--- src/rtl/hazard_pkg.sv ---
`default_nettype none
// +----------------------------------------------------------------------------+
// | Package     : hazard_pkg                                                   |
// | Description : Shared defaults and helpers for the pending-write scoreboard: |
// |               default latencies/widths, counter-width and latency-select   |
// |               functions.                                                   |
// | Revision    : 1.0 - initial release                                        |
// +----------------------------------------------------------------------------+
package hazard_pkg;

  localparam int DEF_REG_ADDR_W  = 4;
  localparam int DEF_NOFWD_LAT   = 2;
  localparam int DEF_FWD_ALU_LAT = 0;
  localparam int DEF_FWD_LD_LAT  = 1;
  localparam int DEF_STALL_CNT_W = 16;

  // Width needed to hold the largest latency; never narrower than one bit so
  // an all-zero latency configuration still elaborates.
  function automatic int cnt_w(input int nofwd, input int fwd_alu, input int fwd_ld);
    int m;
    m = nofwd;
    if (fwd_alu > m) m = fwd_alu;
    if (fwd_ld > m) m = fwd_ld;
    return (m < 1) ? 1 : $clog2(m + 1);
  endfunction

  // Cycles the freshly issued result stays unavailable to younger readers.
  function automatic int sel_lat(input logic fwd_en, input logic is_load,
                                 input int nofwd, input int fwd_alu, input int fwd_ld);
    if (!fwd_en) return nofwd;
    return is_load ? fwd_ld : fwd_alu;
  endfunction

endpackage
`default_nettype wire

--- src/rtl/hazard_scoreboard_if.sv ---
`default_nettype none
// +----------------------------------------------------------------------------+
// | Interface   : hazard_scoreboard_if                                         |
// | Description : ID-stage bundle between decode (master) and the hazard       |
// |               scoreboard (slave).                                          |
// |   master drives: src1, src2, two_src, id_valid, id_wb_en, id_dest,         |
// |                  id_mem_read, fwd_en, flush, mem_ready                     |
// |   slave drives : hazard, issue, stall_count                                |
// | Revision    : 1.0 - initial release                                        |
// +----------------------------------------------------------------------------+
interface hazard_scoreboard_if #(
  parameter int REG_ADDR_W  = hazard_pkg::DEF_REG_ADDR_W,
  parameter int STALL_CNT_W = hazard_pkg::DEF_STALL_CNT_W
);
  logic [REG_ADDR_W-1:0]  src1;
  logic [REG_ADDR_W-1:0]  src2;
  logic                   two_src;
  logic                   id_valid;
  logic                   id_wb_en;
  logic [REG_ADDR_W-1:0]  id_dest;
  logic                   id_mem_read;
  logic                   fwd_en;
  logic                   flush;
  logic                   mem_ready;
  logic                   hazard;
  logic                   issue;
  logic [STALL_CNT_W-1:0] stall_count;

  modport master (
    output src1, src2, two_src, id_valid, id_wb_en, id_dest, id_mem_read,
           fwd_en, flush, mem_ready,
    input  hazard, issue, stall_count
  );

  modport slave (
    input  src1, src2, two_src, id_valid, id_wb_en, id_dest, id_mem_read,
           fwd_en, flush, mem_ready,
    output hazard, issue, stall_count
  );
endinterface
`default_nettype wire

--- src/rtl/hazard_entry.sv ---
`default_nettype none
// +----------------------------------------------------------------------------+
// | Module      : hazard_entry                                                 |
// | Description : One scoreboard entry: countdown of cycles until the register |
// |               result is consumable.                                        |
// |   clk, rst  : clock, asynchronous active-high reset                        |
// |   advance   : pipeline moves this cycle (decrement / allow load)           |
// |   load      : a new write to this register issues this cycle               |
// |   load_val  : latency of that new write                                    |
// |   pending   : result not yet available                                     |
// | Revision    : 1.0 - initial release                                        |
// +----------------------------------------------------------------------------+
module hazard_entry #(
  parameter int CNT_W = 2
) (
  input  logic             clk,
  input  logic             rst,
  input  logic             advance,
  input  logic             load,
  input  logic [CNT_W-1:0] load_val,
  output logic             pending
);

  logic [CNT_W-1:0] cnt_q;
  logic [CNT_W-1:0] cnt_d;
  logic [CNT_W-1:0] w_dec;

  always_comb begin
    w_dec = (cnt_q == '0) ? '0 : cnt_q - CNT_W'(1);
    cnt_d = cnt_q;
    if (advance) begin
      cnt_d = w_dec;
      // A short-latency write must not hide an older, slower write to the
      // same register that is still in flight.
      if (load && (load_val > w_dec)) begin
        cnt_d = load_val;
      end
    end
  end

  always_ff @(posedge clk or posedge rst) begin
    if (rst) begin
      cnt_q <= '0;
    end else begin
      cnt_q <= cnt_d;
    end
  end

  assign pending = (cnt_q != '0);

endmodule
`default_nettype wire

--- src/rtl/hazard_scoreboard.sv ---
`default_nettype none
// +----------------------------------------------------------------------------+
// | Module      : hazard_scoreboard                                            |
// | Description : Per-register pending-write scoreboard for the ID stage.      |
// |               Stalls ID while a source is pending, issues otherwise, and   |
// |               counts stall cycles (saturating).                            |
// |   clk, rst  : clock, asynchronous active-high reset                        |
// |   bus       : hazard_scoreboard_if.slave (ID instruction in, hazard/issue/ |
// |               stall_count out)                                             |
// | Revision    : 1.0 - initial release                                        |
// +----------------------------------------------------------------------------+
module hazard_scoreboard
  import hazard_pkg::*;
#(
  parameter int REG_ADDR_W  = DEF_REG_ADDR_W,
  parameter int NOFWD_LAT   = DEF_NOFWD_LAT,
  parameter int FWD_ALU_LAT = DEF_FWD_ALU_LAT,
  parameter int FWD_LD_LAT  = DEF_FWD_LD_LAT,
  parameter int STALL_CNT_W = DEF_STALL_CNT_W
) (
  input  logic              clk,
  input  logic              rst,
  hazard_scoreboard_if.slave bus
);

  localparam int NUM_REGS = 2 ** REG_ADDR_W;
  localparam int CNT_W    = cnt_w(NOFWD_LAT, FWD_ALU_LAT, FWD_LD_LAT);

  logic [NUM_REGS-1:0]    w_pending;
  logic                   w_active;
  logic                   w_hazard;
  logic                   w_issue;
  logic                   w_wr_issue;
  logic [CNT_W-1:0]       w_load_lat;
  logic [STALL_CNT_W-1:0] stall_count_q;
  logic [STALL_CNT_W-1:0] stall_count_d;

  // Only state from earlier instructions is consulted, so an instruction
  // reading its own destination never stalls on itself.
  assign w_active   = bus.id_valid & ~bus.flush;
  assign w_hazard   = w_active &
                      (w_pending[bus.src1] | (bus.two_src & w_pending[bus.src2]));
  assign w_issue    = w_active & ~w_hazard & bus.mem_ready;
  assign w_wr_issue = w_issue & bus.id_wb_en;
  assign w_load_lat = CNT_W'(sel_lat(bus.fwd_en, bus.id_mem_read,
                                     NOFWD_LAT, FWD_ALU_LAT, FWD_LD_LAT));

  for (genvar g = 0; g < NUM_REGS; g++) begin : g_entry
    hazard_entry #(
      .CNT_W (CNT_W)
    ) u_entry (
      .clk      (clk),
      .rst      (rst),
      .advance  (bus.mem_ready),
      .load     (w_wr_issue & (bus.id_dest == REG_ADDR_W'(g))),
      .load_val (w_load_lat),
      .pending  (w_pending[g])
    );
  end

  // A frozen pipeline is not a hazard stall; only moving cycles are counted.
  always_comb begin
    stall_count_d = stall_count_q;
    if (bus.mem_ready && w_hazard && (stall_count_q != '1)) begin
      stall_count_d = stall_count_q + STALL_CNT_W'(1);
    end
  end

  always_ff @(posedge clk or posedge rst) begin
    if (rst) begin
      stall_count_q <= '0;
    end else begin
      stall_count_q <= stall_count_d;
    end
  end

  assign bus.hazard      = w_hazard;
  assign bus.issue       = w_issue;
  assign bus.stall_count = stall_count_q;

endmodule
`default_nettype wire

--- src/flat_wrapper.sv ---
// flat-port wrapper written by rule: the top's interface ports become plain ports
module hazard_scoreboard_flat import hazard_pkg::*;
#(
  parameter int REG_ADDR_W  = DEF_REG_ADDR_W,
  parameter int NOFWD_LAT   = DEF_NOFWD_LAT,
  parameter int FWD_ALU_LAT = DEF_FWD_ALU_LAT,
  parameter int FWD_LD_LAT  = DEF_FWD_LD_LAT,
  parameter int STALL_CNT_W = DEF_STALL_CNT_W
)
  (clk, rst, bus_src1, bus_src2, bus_two_src, bus_id_valid, bus_id_wb_en, bus_id_dest, bus_id_mem_read, bus_fwd_en, bus_flush, bus_mem_ready, bus_hazard, bus_issue, bus_stall_count);
  hazard_scoreboard_if #(.REG_ADDR_W(REG_ADDR_W), .STALL_CNT_W(STALL_CNT_W)) bus_i ();
  input  logic clk;
  input  logic rst;
  input wire logic [$bits(bus_i.src1)-1:0] bus_src1;
  input wire logic [$bits(bus_i.src2)-1:0] bus_src2;
  input wire logic [$bits(bus_i.two_src)-1:0] bus_two_src;
  input wire logic [$bits(bus_i.id_valid)-1:0] bus_id_valid;
  input wire logic [$bits(bus_i.id_wb_en)-1:0] bus_id_wb_en;
  input wire logic [$bits(bus_i.id_dest)-1:0] bus_id_dest;
  input wire logic [$bits(bus_i.id_mem_read)-1:0] bus_id_mem_read;
  input wire logic [$bits(bus_i.fwd_en)-1:0] bus_fwd_en;
  input wire logic [$bits(bus_i.flush)-1:0] bus_flush;
  input wire logic [$bits(bus_i.mem_ready)-1:0] bus_mem_ready;
  output wire logic [$bits(bus_i.hazard)-1:0] bus_hazard;
  output wire logic [$bits(bus_i.issue)-1:0] bus_issue;
  output wire logic [$bits(bus_i.stall_count)-1:0] bus_stall_count;
  assign bus_i.src1 = bus_src1;
  assign bus_i.src2 = bus_src2;
  assign bus_i.two_src = bus_two_src;
  assign bus_i.id_valid = bus_id_valid;
  assign bus_i.id_wb_en = bus_id_wb_en;
  assign bus_i.id_dest = bus_id_dest;
  assign bus_i.id_mem_read = bus_id_mem_read;
  assign bus_i.fwd_en = bus_fwd_en;
  assign bus_i.flush = bus_flush;
  assign bus_i.mem_ready = bus_mem_ready;
  assign bus_hazard = bus_i.hazard;
  assign bus_issue = bus_i.issue;
  assign bus_stall_count = bus_i.stall_count;
  hazard_scoreboard #(.REG_ADDR_W(REG_ADDR_W), .NOFWD_LAT(NOFWD_LAT), .FWD_ALU_LAT(FWD_ALU_LAT), .FWD_LD_LAT(FWD_LD_LAT), .STALL_CNT_W(STALL_CNT_W)) u_core (.clk(clk), .rst(rst), .bus(bus_i));
endmodule
--- config.mk ---
export PLATFORM = sky130hd
export DESIGN_NAME = hazard_scoreboard_flat
export DESIGN_NICKNAME = d
export VERILOG_FILES = /design/src/rtl/hazard_pkg.sv /design/src/rtl/hazard_scoreboard_if.sv /design/src/rtl/hazard_entry.sv /design/src/rtl/hazard_scoreboard.sv /design/src/flat_wrapper.sv
export SDC_FILE = /design/constraint.sdc
export NUM_CORES = 1
export LEC_CHECK = 0
export CAP_MARGIN = 30
export CORE_AREA = 2 2 95 97
export DETAILED_ROUTE_END_ITERATION = 10
export DIE_AREA = 0 0 97 99
export DONT_BUFFER_PORTS = 1
export PLACE_DENSITY = 0.65
export SYNTH_ARGS = -nofsm -noshare
export SYNTH_HDL_FRONTEND = slang
export SYNTH_SLANG_ARGS = --single-unit
--- constraint.sdc ---
create_clock -name clk -period 2.47 [get_ports clk]
set_clock_uncertainty 0.2 [all_clocks]
set_input_delay 0.247 -clock clk [delete_from_list [all_inputs] [get_ports clk]]
set_output_delay 0.247 -clock clk [all_outputs]
set_load 0.05 [all_outputs]
==> impl_metrics.toml <==
[detailed_routing]
vias_per_cell = 5.99
first_pass_iters = 5
remaining_drc_errors = 0
post_drt_wl_per_cell_um = 18.1
routed_wl_um = 11500
drt_iter0_drc = 196
ant_nets = 0
vias = 3810

[finish]
areaGrowthSynthToFinish_pct = 30.5
final_cell_mix = "buf_4, dfrtp_1, nand2_1"
drive_above_1_share = 0.267
nets = 581
finish.instance_area_um2 = 4950
insertedDiodeCount = 0
fillerInstances = 777
layout_commonest_cell = "buf_4"

[power_and_ir_drop]
p_leak_uw = 0.00219
switchingPower_uw = 663
power_frac_seq = 0.441
power.density_nw_per_um2 = 389
power_frac_clock = 0.263
swShare = 0.344
p_int_uw = 1260
ir_drop_mv = 0.401
combPwrFrac = 0.297

[clocking]
numCtsBuffers = 5
cts_num_sinks = 48
root_buffer = "clkbuf_8"
cts_tree = "built"
clk_pin_slew_ps = 100
htreeDepth = 2
clk_latency_ps = 310
clock_path_buffers = 2
cts_hold_buf = 6

[synth]
yosys_warnings = 0
syn-num-nets = 502
synth_area_um2 = 3800
synth_area_leaders = "dfrtp_1, ha_1, nor2b_1"
synth_top_area_share = 0.316
seq_area_frac_synth = 0.316
synth_top_cell_by_area = "dfrtp_1"
ys_ff_latch = 48
synthFlopType = "dfrtp_1"
synth_edf_count = 0
postSynth.asyncResetShare = 1.00
ys_types = 56
synth_area_per_cell_um2 = 8.48
syn_inst = 448

[timing]
hold_violations = 12
slew_headroom = 0.607
setup_viol = 44
whs_ps = -170
finalCritPeriodShare = 1.12
slew_violations = 0
rsz0062_at_grt = "true"
tightest_slew_ps = 584
setup_tns_ps = -6020
fin_crit_ps = 2770
layout_setup_ws_ps = -299
max_freq_mhz = 361

[worst_hold_path]
hold-path-cell-count = 1
min_path_type = "primary input to flop"
min_to = "u_core.g_entry[9].u_entry.cnt_q[0]"
holdCritStartpoint = "bus_mem_ready"

[global_routing]
gr-usage-met2 = 0.396
met1_usage = 0.322
grt.busiest_layer = "met2"
grt_pass1_vias = 3769
grt_max_degree = 35
grt_usage = 0.241
grt.met3_usage = 0.0475
grt_pass1_wl_um = 18500
overflow = 0
antenna_found_initial = 0

[floorplan]
rows = 34
ios = 39
initial_core_util = 0.444
fp.dieArea_um2 = 9600
die_h_um = 99
die_x_um = 97
core_area_um2 = 8550

[critical_path]
r2r-end = "u_core.g_entry[12].u_entry.cnt_q[0]"
crit_type = "flop to output pin"
end_kind = "output pin"
worstReg2RegStart = "u_core.g_entry[7].u_entry.cnt_q[1]"
arrival_ps = 2320
cp_max_fo = 3
slowest_delay_ps = 490
crit_required_ps = 2020
slowest_stage = "mux4_2"
reg2reg_depth = 8
cp_cell_sequence = "or2_1 -> mux4_2 -> o2111ai_2 -> or3_4 -> buf_6 -> nand2_4 -> and3b_2 -> buf_12"
r2r_slack_ps = -280
cp-start-kind = "flop"

[placement]
globalplace.congestion = 0.860
portBuffers = 0
place_area_um2 = 4490
place_hpwl_um = 8160
place_ws_ps = -295

[run_status]
outcome = "finished with violations"
violations = "negative hold slack, negative setup slack"

[job]
max_cap_violations = 0
==> critical path: cells and delay by family, from the launching register on <==
| kind | cells | cell delay [ps] |
|---|---|---|
| DFF | 1 | 390 |
| AOI/OAI and AO/OA | 1 | 210 |
| muxes | 1 | 490 |
| and+or+nand+nor | 4 | 680 |
| buffers and inverters | 2 | 250 |
==> power groups by stage <==
stage / Sequential, uW / Clock, uW / Combinational, uW
after floorplan: 991 / 0 / 225
after global placement: 861 / 0 / 509
after detailed placement: 864 / 0 / 517
after CTS: 848 / 516 / 547
after global routing: 853 / 543 / 615
final: 849 / 506 / 571
==> final cells by class <==
cell class	instances	area, um^2	area share
tap	108	135	0.0273
sequential	48	1200	0.243
clock buffer	6	82.6	0.0167
inverter	14	52.6	0.0106
timing repair buffer	90	758	0.153
multi-input combinational	368	2710	0.548
clock inverter	2	10.0	0.00202
==> metal layers <==
layer / share of wire / vias to the layer above
met2: 0.47 / 141
met1: 0.44 / 1826
met5: 0 / -
li1: - / 1828
met4: 0.018 / 0
met3: 0.071 / 15
==> worst max path at each step <==
| stage | from | endpoint | cells past startpoint |
|---|---|---|---|
| 2_1_floorplan | u_core.g_entry[6].u_entry.cnt_q[1] | u_core.g_entry[12].u_entry.cnt_q[0] | 7 |
| 3_3_place_gp | u_core.g_entry[7].u_entry.cnt_q[1] | u_core.g_entry[12].u_entry.cnt_q[0] | 7 |
| 3_5_place_dp | u_core.g_entry[7].u_entry.cnt_q[1] | u_core.g_entry[11].u_entry.cnt_q[0] | 8 |
| 4_1_cts | u_core.g_entry[7].u_entry.cnt_q[0] | bus_hazard | 8 |
| 5_1_grt | u_core.g_entry[7].u_entry.cnt_q[1] | bus_hazard | 8 |
| 6_report | u_core.g_entry[7].u_entry.cnt_q[1] | bus_hazard | 8 |
==> through the flow <==
step / cells / total power [uW] / util
2_1_floorplan: 448 / 1220 / -
4_1_cts: 635 / 1910 / 0.560
5_1_grt: 636 / 2010 / 0.579
3_5_place_dp: 614 / 1380 / 0.525
3_3_place_gp: 614 / 1370 / 0.525
6_report: 636 / 1930 / 0.579
==> repair_timing <==
action / 4_1_cts / 5_1_grt
endpoints found under the setup margin: 44 / 50
buffers inserted: 7 / 1
gates resized for setup: 25 / 33
hold endpoints to repair: 39 / 12
pin swaps: 13 / 15
==> synthesized netlist by cell type, drive strengths merged (8+ instances only) <==
master  number
buf          9
ha          33
a31oi       10
and3        14
o21ai       20
nand2       44
nor3b        8
xnor2       13
inv         13
nor2b       29
nor2        27
a21oi       22
nand3       25
dfrtp       48
nor3        12
o211ai       9
clkbuf       9
or3         18
==> flip-flops by register name, indices dropped and copies added (netlist names) <==
name / count
u_core.g_entry.u_entry.cnt_q: 32
u_core.bus.stall_count: 16
==> cells by family after synthesis <==
kind of cell | after synthesis | share of synthesized area
muxes | 2 | 0.00890
buffers and inverters | 32 | 0.0349
AOI/OAI and AO/OA | 103 | 0.186
and+or+nand+nor | 215 | 0.311
DFF | 48 | 0.316
xor gates and xnor gates | 15 | 0.0346
adders and majority gates | 33 | 0.109
No activity file was read; power rests on OpenSTA's default activity.
